File: src/rtl/data_memory_arbiter.sv
// rtl/data_memory_arbiter.sv - two-requester round-robin arbiter in front of a single-port data memory
// Fixed IDLE -> ACCESS -> RESP sequence: one access per three cycles, ack pulsed in RESP.
module data_memory_arbiter #(
    parameter int WORDSIZE = 64,
    parameter int ADDRW    = 5
) (
    input  logic                clk,
    input  logic                reset,
    input  logic                req0,
    input  logic                we0,
    input  logic [ADDRW-1:0]    addr0,
    input  logic [WORDSIZE-1:0] wdata0,
    input  logic                req1,
    input  logic                we1,
    input  logic [ADDRW-1:0]    addr1,
    input  logic [WORDSIZE-1:0] wdata1,
    output logic                ack0,
    output logic                ack1,
    output logic [WORDSIZE-1:0] rdata,
    output logic                busy,
    output logic [ADDRW-1:0]    addr,
    output logic [WORDSIZE-1:0] data_input,
    output logic                write_enable,
    output logic                read,
    input  logic [WORDSIZE-1:0] data_output
);

    localparam logic [1:0] S_IDLE   = 2'd0;
    localparam logic [1:0] S_ACCESS = 2'd1;
    localparam logic [1:0] S_RESP   = 2'd2;

    logic [1:0]          r_state;
    logic                r_we;
    logic [ADDRW-1:0]    r_addr;
    logic [WORDSIZE-1:0] r_wdata;
    logic                r_gnt;
    logic                r_last;
    logic [WORDSIZE-1:0] r_rdata;

    logic                w_pick1;
    logic                w_access;

    // r_last = 1 means requester 1 was granted last, so a tie goes to requester 0
    assign w_pick1  = req1 & (~req0 | ~r_last);
    assign w_access = (r_state == S_ACCESS);

    always_ff @(posedge clk) begin
        if (reset) begin
            r_state <= S_IDLE;
            r_we    <= 1'b0;
            r_addr  <= '0;
            r_wdata <= '0;
            r_gnt   <= 1'b0;
            r_last  <= 1'b1;
            r_rdata <= '0;
        end else begin
            case (r_state)
                S_IDLE: begin
                    if (req0 | req1) begin
                        r_gnt   <= w_pick1;
                        r_last  <= w_pick1;
                        r_we    <= w_pick1 ? we1 : we0;
                        r_addr  <= w_pick1 ? addr1 : addr0;
                        r_wdata <= w_pick1 ? wdata1 : wdata0;
                        r_state <= S_ACCESS;
                    end
                end
                S_ACCESS: begin
                    if (!r_we) begin
                        r_rdata <= data_output;
                    end
                    r_state <= S_RESP;
                end
                S_RESP:  r_state <= S_IDLE;
                default: r_state <= S_IDLE;
            endcase
        end
    end

    // Gating write_enable with reset keeps an aborted access from touching memory
    assign write_enable = w_access & r_we & ~reset;
    assign read         = w_access & ~r_we;
    assign addr         = w_access ? r_addr : '0;
    assign data_input   = w_access ? r_wdata : '0;

    assign busy  = (r_state != S_IDLE);
    assign ack0  = (r_state == S_RESP) & ~r_gnt;
    assign ack1  = (r_state == S_RESP) & r_gnt;
    assign rdata = r_rdata;

endmodule
File: config.mk
export PLATFORM = sky130hd
export DESIGN_NAME = data_memory_arbiter
export DESIGN_NICKNAME = d
export VERILOG_FILES = /design/src/rtl/data_memory_arbiter.sv
export SDC_FILE = /design/constraint.sdc
export NUM_CORES = 1
export LEC_CHECK = 0
export ABC_CLOCK_PERIOD_IN_PS = 2940
export BUFFER_PORTS_ARGS = -buffer_cell sky130_fd_sc_hd__buf_2
export CAP_MARGIN = 25
export CORE_MARGIN = 1.5
export CORE_UTILIZATION = 23
export DETAILED_ROUTE_END_ITERATION = 8
export PLACE_DENSITY = 0.5
export SKIP_LAST_GASP = 1
export SYNTH_ARGS = -nofsm -noshare
export SYNTH_HDL_FRONTEND = slang
export SYNTH_SLANG_ARGS = --single-unit
File: constraint.sdc
create_clock -name clk -period 2.94 [get_ports clk]
set_input_delay 0.147 -clock clk [delete_from_list [all_inputs] [get_ports clk]]
set_output_delay 0.147 -clock clk [all_outputs]
set_load 0.01 [all_outputs]
Yosys cells after proc, flatten, opt, wreduce, memory -nomap -nowiden

Index checks and enable logic that the tools add are counted.

Output and inout bits: 138
Input port bits: 208
Register bits after elaboration: 138
Logic and storage cells: 34

Bitwise gates (word level): 13
Reductions and logical operators: 4
Multiplexer cells: 7
Equal/unequal tests: 3

Operator list:

| operator                                                              | count |
|---|---|
| 64-bit 2-to-1 mux                                                     | 2 |
| 5-bit 2-to-1 mux                                                      | 2 |
| 1-bit bitwise AND                                                     | 6 |
| 1-bit inverter                                                        | 5 |
| 2-bit one-hot mux with 2 select lines                                 | 1 |
| 2-bit AND reduction                                                   | 2 |
| 2-bit by 1-bit equality test with 1-bit output, second input constant | 1 |
| 2-bit equality test, second input constant                            | 1 |
| 2-bit logical NOT                                                     | 1 |
| 2-bit 2-to-1 mux                                                      | 1 |
| 2-bit != test, second input constant                                  | 1 |
| 1-bit bitwise OR                                                      | 2 |
| 2-bit nonzero test                                                    | 1 |
| 1-bit 2-to-1 mux                                                      | 1 |

Depth between registers and ports, before layout

Gate-level depths: netlist (run 1).

Word-level depth: 4
Depth in mapped cells: 6
Depth with buffers taken out: 4

Worst setup path after synthesis (run 1)

No wires, ideal clock.

Path type: register to register
Start point: register r_state[0]
End point: register r_rdata[13], in the netlist rdata[13]
Arrival: 1.239 ns
Buffers on the path: 2
Stages on the path, launching flop included: 6
Slack: 1.569 ns
Period minus slack after synthesis: 1.371 ns
Library setup time: 0.132 ns
Data required time: 2.808 ns
Path through: dfxtp_1 > or3b_1 > clkbuf_1 > clkbuf_1 > nand2_1 > a21oi_1

Longest elaborated chain between the ends: 2

RTL lines:

| what                                           | RTL line | RTL |
|---|---|---|
| start, declared                                | 32       | `logic [1:0] r_state;` |
| start signal, assigned                         | 49       | `r_state <= S_IDLE;` |
| start signal, assigned                         | 65       | `r_state <= S_ACCESS;` |
| start signal, assigned                         | 72       | `r_state <= S_RESP;` |
| 2-bit by 1-bit equality test with 1-bit output | 57       | `case (r_state)` |
| 2-bit AND reduction (no source line)           | n/a      |  |
| end signal, assigned                           | 70       | `r_rdata <= data_output;` |
| end, declared                                  | 38       | `logic [WORDSIZE-1:0] r_rdata;` |

No other way between the ends.
A chain may end at the register's enable or synchronous reset.

Worst setup path after layout (run 1)

Start point: register r_state[1]
End point: register r_wdata[25]

Longest elaborated chain between the ends: 2

RTL lines:

| what                                 | RTL line | RTL |
|---|---|---|
| 2-bit logical NOT                    | 57       |  |
| 2-bit AND reduction (no source line) | n/a      |  |
| end signal, assigned                 | 64       | `r_wdata <= w_pick1 ? wdata1 : wdata0;` |
| end, declared                        | 35       | `logic [WORDSIZE-1:0] r_wdata;` |

No other way between the ends.

==> impl_metrics.toml, run 1 <==
[outcome]
status = "finished clean"

[detailed_routing]
ant_nets = 0
wl_met3_um = 1680
dr.pass1.iters = 4
viasPerCell = 4.53
totalWireLength_um = 24800
wl_met2_um = 12500
wl_per_cell_um = 15.3
num_vias = 7342
drc_errors = 0
top_layer = "met4"
wl_met1_um = 10100
drt_iter0_markers = 323

[timing]
rsz0062_at_grt = "false"
finalHoldViolCount = 0
fin_tns_setup_ns = 0
fin_crit_ns = 2.41
tightest_slew_ns = 0.874
slew_violations = 0
skew_ns = 0.0109
period_share = 0.818
slew_headroom = 0.418
worst_hold_slack_ns = 0.0238
final-setup-viol-count = 0
max_freq_ghz = 0.416

[synth]
synth_top_cell_by_area = "dfxtp_1"
syn_area_per_cell_um2 = 7.72
ys_top_cells_by_area = "dfxtp_1, nand2_1, a21oi_1"
synth_compound_area_frac = 0.222
syn_area_um2 = 5960
async_reset_ff_frac = 0
synth_xor_area_frac = 0
synth_edf_count = 0
synth_seq_cells = 138
synthSimpleGateAreaFrac = 0.255
synth_top_family_by_area = "simple AND/OR/NAND/NOR gates"
synthAdderAreaFrac = 0
syn_inst = 772
synth_ff_type = "dfxtp_1"
yosys_warnings = 0
syn-num-nets = 980
synth_cell_types = 22
muxShareOfSynthArea = 0
ys_seq_area_frac = 0.464
synth_top_area_frac = 0.464

[clocking]
clk_pin_slew_ns = 0.07
cts_resized = 0
clock-sinks = 138
cts_tree = "yes"
h-tree-depth = 4
clockRootBuffer = "clkbuf_16"
cts_buffers = 17
clock_path_buffers = 2
clock_latency_ns = 0.42

[grt]
grt_usage = 0.182
grt_pass1_vias = 7579
antenna_found_initial = 2
grt_max_degree = 72
overflow = 0
grt_pass1_wl_um = 38100

[min_path]
min_path_type = "input pin to flip-flop"
min_delay_path_depth = 3
worstHoldStart = "wdata0[59]"

[pwr]
ir_worst_vdd_v = 0.000271
powerDensity_nw_per_um2 = 522
power.leakage_nw = 4.95

[layout]
antenna_cells = 0
area_delta_synth_final_pct = 76.6
fin_nets = 1486
drive_gt1_frac = 0.312

[setup_path]
crit_required_ns = 3.31
cp-start-kind = "flip-flop"
regToRegStartpoint = "r_state[1]"
crit_path_max_incr_delay_ns = 0.66
startpoint = "r_state[1]"
crit_type = "flip-flop to flip-flop"
cp_max_fo = 71
cp.arrival_ns = 2.77
path_cells = "nor2_4, buf_4, a21oi_1, a311oi_1, dlygate4sd3_1"
r2r_cells = 5
endpoint_kind = "flip-flop"
cpMaxStageDelayCell = "buf_4"

[floorplan]
rows = 58
die_w_um = 164
coreArea_um2 = 25300
io_pins = 346
start_util = 0.235
die_h_um = 164
die_area_um2 = 26900

[placement]
place_congestion = 0.728
dpl.hpwl_um = 15400
io_buffers = 345

[flow_run]
cap_violations = 0
==> timing repair <==
item,4_1_cts,5_1_grt
buffers inserted,0,0
hold endpoints to repair,133,0
hold buffers,197,0
==> registers in the layout, summed over array words and instances, names as in the netlist <==
name / cells
rdata: 64
r_gnt: 1
r_we: 1
r_state: 2
r_wdata: 64
r_last: 1
r_addr: 5
==> path summary, 6_finish.rpt <==
kind            endpoint  slack, ns
max          r_wdata[25]       0.53
min          r_wdata[59]       0.02
max reg2reg  r_wdata[25]       0.53
min reg2reg     rdata[9]       0.45
==> where the power goes <==
group	switching (mW)	internal [mW]	leakage, nW
Sequential	0.0848	2.04	1.14
Combinational	0.617	0.628	3.54
Clock	0.911	1.21	0.270
Total	1.61	3.88	4.95
==> cells in the mapped netlist, types with 2 or more instances <==
| library cell | instances |
|---|---|
| a311oi_1 | 70 |
| dfxtp_1 | 138 |
| a21oi_1 | 135 |
| clkbuf_1 | 39 |
| nor2b_1 | 2 |
| buf_2 | 21 |
| inv_2 | 2 |
| nor2_1 | 2 |
| o21ai_0 | 2 |
| buf_4 | 13 |
| and2_1 | 70 |
| nand2_1 | 268 |
==> cells in the final DEF, fill, tap and decap left out <==
cell type      count
inv_8              1
dfxtp_1          138
inv_2              2
clkbuf_1           1
nor2_4             2
clkinvlp_4         4
bufinv_16          1
nor2b_1            1
clkbuf_16         17
or2_2              1
a21bo_2            1
nand3_1            1
clkinv_4           2
nor3b_1            1
a21oi_1          135
a311oi_1          70
o21ai_0            2
nor2b_4            1
buf_4             14
buf_2            344
dlygate4sd3_1    197
or3b_2             1
nor3_1             1
nor2_1             1
and2_1            70
buf_12             5
nand2_1          268
inv_6              5
and3b_1            1
nand3b_1           1
clkbuf_8           1
a21boi_4           1
==> worst max-delay path: cells and delay by family (launching register included) <==
kind / cells / cell delay (ns)
DFF: 1 / 0.38
AOI/OAI and AO/OA: 2 / 0.55
and+or+nand+nor: 1 / 0.14
buffers and inverters: 2 / 1.25
==> cell families after synthesis <==
logic type,after synthesis
and+or+nand+nor,350
AOI/OAI and AO/OA,209
DFF,138
buffers and inverters,75
==> layout make-up <==
| cell class | count | area (µm²) |
|---|---|---|
| tap | 330 | 413 |
| fill | 2581 | 14800 |
| multi-input combinational | 559 | 2870 |
| inverter | 2 | 7.51 |
| timing repair buffer | 560 | 3900 |
| sequential | 138 | 2760 |
| clock buffer | 19 | 443 |
| clock inverter | 13 | 133 |
==> per-stage QoR <==
| step | worst slack, ns | instances | area [µm²] | total power [mW] | utilization |
|---|---|---|---|---|---|
| floorplan | 1.57 | 772 | 5960 | 2.71 | - |
| global placement | 1.12 | 1392 | 7980 | 3.14 | 0.315 |
| detailed placement | 1.10 | 1392 | 7980 | 3.14 | 0.315 |
| CTS | 0.580 | 1621 | 10500 | 5.57 | 0.416 |
| global route | 0.405 | 1621 | 10500 | 5.81 | 0.416 |
| finish | 0.534 | 1621 | 10500 | 5.49 | 0.416 |
==> per-layer routing <==
metal | GRT usage | up-vias
met2 | 0.339 | 275
met3 | 0.0460 | 37
met1 | 0.197 | 3396
met4 | 0.0686 | 0
met5 | 0 | -
li1 | - | 3634
Power figures use the tool's default switching activity.
==> inputs of run 2 (changes only) <==
--- a/config.mk
+++ b/config.mk
@@ -5,7 +5,7 @@
 export SDC_FILE = /design/constraint.sdc
 export NUM_CORES = 1
 export LEC_CHECK = 0
-export ABC_CLOCK_PERIOD_IN_PS = 2940
+export ABC_CLOCK_PERIOD_IN_PS = 2500
 export BUFFER_PORTS_ARGS = -buffer_cell sky130_fd_sc_hd__buf_2
 export CAP_MARGIN = 25
 export CORE_MARGIN = 1.5
==> constraint.sdc (replaced) <==
create_clock -name clk -period 2.5 [get_ports clk]
set_input_delay 0.125 -clock clk [delete_from_list [all_inputs] [get_ports clk]]
set_output_delay 0.125 -clock clk [all_outputs]
set_load 0.01 [all_outputs]
==> impl_metrics.toml, run 2 (synthesized netlist as in run 1, its figures left out) <==
[outcome]
status = "finished clean"

[detailed_routing]
ant_nets = 0
totalWireLength_um = 24500
drt_iter0_markers = 324
num_vias = 7397
dr.pass1.iters = 4
drc_errors = 0
viasPerCell = 4.55
wl_per_cell_um = 15.1

[timing]
rsz0062_at_grt = "false"
slew_headroom = 0.419
slew_violations = 0
skew_ns = 0.00881
final-setup-viol-count = 0
fin_crit_ns = 2.36
finalHoldViolCount = 0
max_freq_ghz = 0.424
timing.final.ws_setup_ns = 0.141
period_share = 0.944
tightest_slew_ns = 0.871
fin_tns_setup_ns = 0

[setup_path]
path_buf_inv = 2
startpoint = "r_state[1]"
cp-start-kind = "flip-flop"
r2r_end = "r_wdata[17]"
cp_max_fo = 71
ff2ff_setup_slack_ns = 0.14
crit_path_max_incr_delay_ns = 0.67
crit_end = "r_wdata[17]"
crit_type = "flip-flop to flip-flop"
crit_family = "buffers and inverters"
path_cells = "nor2_4, buf_4, a21oi_1, a311oi_1, dlygate4sd3_1"
crit_required_ns = 2.86
endpoint_kind = "flip-flop"
cp.arrival_ns = 2.72
regToRegStartpoint = "r_state[1]"
r2r_cells = 5
cpMaxStageDelayCell = "buf_4"
crit_cells = 5

[layout]
area_delta_synth_final_pct = 77.4
drive_gt1_frac = 0.310
final_common_cell = "buf_2"
fin_nets = 1488
stdcell_count = 1625
final_cell_area_um2 = 10600
layout_common_cells = "buf_2, nand2_1, dlygate4sd3_1"

[grt]
grt_pass1_wl_um = 37700
grt_pass1_vias = 7491
overflow = 0
grt_usage = 0.179
grt_max_degree = 76
antenna_found_initial = 1

[floorplan]
coreArea_um2 = 25300
io_pins = 346
die_h_um = 164
rows = 58
die_w_um = 164
start_util = 0.235
die_area_um2 = 26900

[clocking]
cts_tree = "yes"
clockRootBuffer = "clkbuf_16"
clock_path_buffers = 2
clock-sinks = 138
h-tree-depth = 4
cts_buffers = 17
clk_pin_slew_ns = 0.07
clock_latency_ns = 0.42

[placement]
dp_cells = 1389
dpl.hpwl_um = 15300
io_buffers = 345
place_congestion = 0.756
post-place-ws_ns = 0.688
post_dp_cell_area_um2 = 7950

[pwr]
power.leakage_nw = 4.98
powerDensity_nw_per_um2 = 617
finalPower_mw = 6.52
ir_worst_vdd_v = 0.000353

[min_path]
min_path_type = "input pin to flip-flop"

[flow_run]
cap_violations = 0
==> run 2: area by class of cell <==
cell class,count,area [µm²]
Fill cell,2587,14800
Timing Repair Buffer,562,3930
Multi-Input combinational cell,559,2870
Sequential cell,138,2760
Clock buffer,17,425
Tap cell,330,413
Clock inverter,15,165
Inverter,2,7.51
Antenna cell,2,5.00
==> run 2: worst register-to-register path, stage by stage (launching register included) <==
cell	delay, ns
dfxtp_1	0.38
nor2_4	0.14
buf_4	0.67
a21oi_1	0.20
a311oi_1	0.31
dlygate4sd3_1	0.60
==> run 2: routing by layer <==
metal,global-route usage,part of all wire,up-vias
met4,0.0512,0.016,0
met3,0.0460,0.065,23
met5,0,0,-
li1,-,-,3653
met2,0.328,0.50,276
met1,0.202,0.42,3445
==> run 2: worst min-delay path by stage <==
stage | cells after the start | endpoint | start
6_report | 3 | r_we | we1
3_3_place_gp | 3 | rdata[56] | data_output[56]
3_5_place_dp | 3 | rdata[62] | data_output[62]
4_1_cts | 3 | r_wdata[3] | wdata1[3]
2_1_floorplan | 1 | r_state[1] | reset
5_1_grt | 3 | r_wdata[3] | wdata1[3]
==> run 2: metrics by stage <==
stage	hold WS (ns)	utilization
after floorplan	0.204	-
after global placement	0.365	0.314
after detailed placement	0.373	0.314
after CTS	0.0162	0.417
after global routing	0.00780	0.417
final	0.0351	0.417
==> run 2: timing repair <==
item / in CTS / in global routing
hold buffers: 202 / 0
gates resized for setup: 0 / 0
endpoints found under the hold margin: 134 / 0
setup buffers: 0 / 0
==> run 2: power breakdown <==
part / switching [mW] / leakage, nW / internal (mW) / total, mW
Sequential: 0.102 / 1.14 / 2.40 / 2.50
Combinational: 0.721 / 3.55 / 0.741 / 1.46
Clock: 1.21 / 0.288 / 1.35 / 2.56
==> inputs of run 3 (changes only) <==
--- a/config.mk
+++ b/config.mk
@@ -6,12 +6,12 @@
 export NUM_CORES = 1
 export LEC_CHECK = 0
 export ABC_CLOCK_PERIOD_IN_PS = 2500
-export BUFFER_PORTS_ARGS = -buffer_cell sky130_fd_sc_hd__buf_2
 export CAP_MARGIN = 25
 export CORE_MARGIN = 1.5
 export CORE_UTILIZATION = 23
 export DETAILED_ROUTE_END_ITERATION = 8
-export PLACE_DENSITY = 0.5
+export DONT_BUFFER_PORTS = 1
+export PLACE_DENSITY = 0.39
 export SKIP_LAST_GASP = 1
 export SYNTH_ARGS = -nofsm -noshare
 export SYNTH_HDL_FRONTEND = slang
==> constraint.sdc (replaced) <==
create_clock -name clk -period 2.5 [get_ports clk]
set_input_delay 0.125 -clock clk [delete_from_list [all_inputs] [get_ports clk]]
set_output_delay 0.125 -clock clk [all_outputs]
set_load 0.02 [all_outputs]
==> impl_metrics.toml, run 3 (synthesized netlist as in run 1, its figures left out) <==
[timing]
rsz0062_at_grt = "false"
skew_ns = 0.0125
slew_violations = 0
period_share = 0.903
tightest_slew_ns = 0.822
final-setup-viol-count = 0
fin_crit_ns = 2.26
slew_headroom = 0.451
max_freq_ghz = 0.443
finalHoldViolCount = 0
fin_tns_setup_ns = 0

[setup_path]
crit_required_ns = 2.86
crit_type = "flip-flop to flip-flop"
regToRegStartpoint = "r_last"
cp_max_fo = 19
endpoint_kind = "flip-flop"
r2r_end = "r_addr[4]"
cp.arrival_ns = 2.61
cp-start-kind = "flip-flop"
path_cells = "a21boi_4, buf_4, nand2_1, a311oi_1, dlygate4sd3_1"
r2r_cells = 5
cpMaxStageDelayCell = "dlygate4sd3_1"
crit_path_max_incr_delay_ns = 0.59
ff2ff_setup_slack_ns = 0.24

[layout]
final_common_cell = "nand2_1"
drive_gt1_frac = 0.0561
layout_common_cells = "nand2_1, dlygate4sd3_1, dfxtp_1"
stdcell_count = 1276
area_delta_synth_final_pct = 47.8
fin_nets = 1140

[outcome]
status = "finished clean"

[detailed_routing]
totalWireLength_um = 23200
dr.pass1.iters = 6
drt_iter0_markers = 363
viasPerCell = 4.84
ant_nets = 0
drc_errors = 0
num_vias = 6175
wl_per_cell_um = 18.1

[grt]
grt_usage = 0.166
grt_max_degree = 131
grt_pass1_vias = 6333
grt_pass1_wl_um = 34500
antenna_found_initial = 1
overflow = 0

[clocking]
clock_path_buffers = 2
cts_tree = "yes"
clock_latency_ns = 0.42
cts_buffers = 17
clock-sinks = 138
clk_pin_slew_ns = 0.06
h-tree-depth = 4
clockRootBuffer = "clkbuf_16"

[pwr]
ir_worst_vdd_v = 0.000455
powerDensity_nw_per_um2 = 719
power.leakage_nw = 3.40

[floorplan]
coreArea_um2 = 25300
die_w_um = 164
rows = 58
die_h_um = 164
start_util = 0.235
die_area_um2 = 26900
io_pins = 346

[placement]
place_congestion = 0.700
io_buffers = 0
dp_cells = 1041
dpl.hpwl_um = 13800

[flow_run]
cap_violations = 0

[min_path]
min_path_type = "input pin to flip-flop"
worstHoldStart = "req0"
min_delay_path_depth = 3
whs_endpoint = "r_last"
## run 3: changes by cell type in the layout (fill, tap and decap cells not counted), sizes merged
cell         change
buf            -347
clkbuf           +2
bufinv           +1
clkinv           -2
inv              -4
diode            -1
dlygate4sd3      -1
clkinvlp         +3
## run 3: how the worst max path moves through the flow
stage	from	slack, ns	cells past startpoint	end
after floorplan	r_state[0]	1.09	4	data_input[52]
after global placement	r_last	0.58	4	r_we
after detailed placement	r_last	0.61	4	r_we
after CTS	r_last	0.14	5	r_we
after global routing	r_last	0.06	5	r_wdata[49]
final	r_last	0.24	5	r_addr[4]
## run 3: metal layers
layer	routed length, µm	vias to the layer above	GRT usage
met2	11400	253	0.300
met3	2060	18	0.0566
met1	9380	2943	0.183
li1	-	2961	-
met4	332	0	0.0504
met5	0	-	0
## run 3: critical path, delay by kind of cell, from the launching register on
family / cells / cell delay, ns
AOI/OAI and AO/OA: 2 / 0.81
buffers and inverters: 2 / 0.95
DFF: 1 / 0.35
and+or+nand+nor: 1 / 0.09
## run 3: final cells by class
cell class                 instances  area, µm²
multi-input combinational        559       2870
timing repair buffer             214       2180
clock buffer                      19        443
sequential                       138       2760
antenna                            1       2.50
tap                              330        413
inverter                           2       7.51
clock inverter                    13        133
fill                            2669      16500
## run 3: repair_timing
item                      in CTS  in global routing
buffers inserted               0                  0
hold endpoints to repair     138                  0
resized for setup              0                  0
hold buffers                 202                  0
## run 3: through the flow
| stage | cell area (µm²) | util | hold WS [ns] | power [mW] | setup slack (ns) |
|---|---|---|---|---|---|
| 4_1_cts | 8800 | 0.348 | 0.0569 | 6.43 | 0.140 |
| 3_3_place_gp | 6190 | 0.244 | 0.209 | 3.47 | 0.579 |
| 6_report | 8810 | 0.348 | 0.0776 | 6.33 | 0.242 |
| 3_5_place_dp | 6190 | 0.244 | 0.211 | 3.47 | 0.611 |
| 5_1_grt | 8800 | 0.348 | 0.0913 | 6.66 | 0.0553 |
| 2_1_floorplan | 5960 | - | 0.204 | 3.28 | 1.09 |
## run 3: power by group
group / switching, mW / total (mW) / internal (mW) / leakage [nW]
logic: 0.646 / 1.20 / 0.555 / 2.00
clock network: 1.10 / 2.53 / 1.43 / 0.270
registers: 0.199 / 2.60 / 2.40 / 1.14
total: 1.95 / 6.33 / 4.38 / 3.40
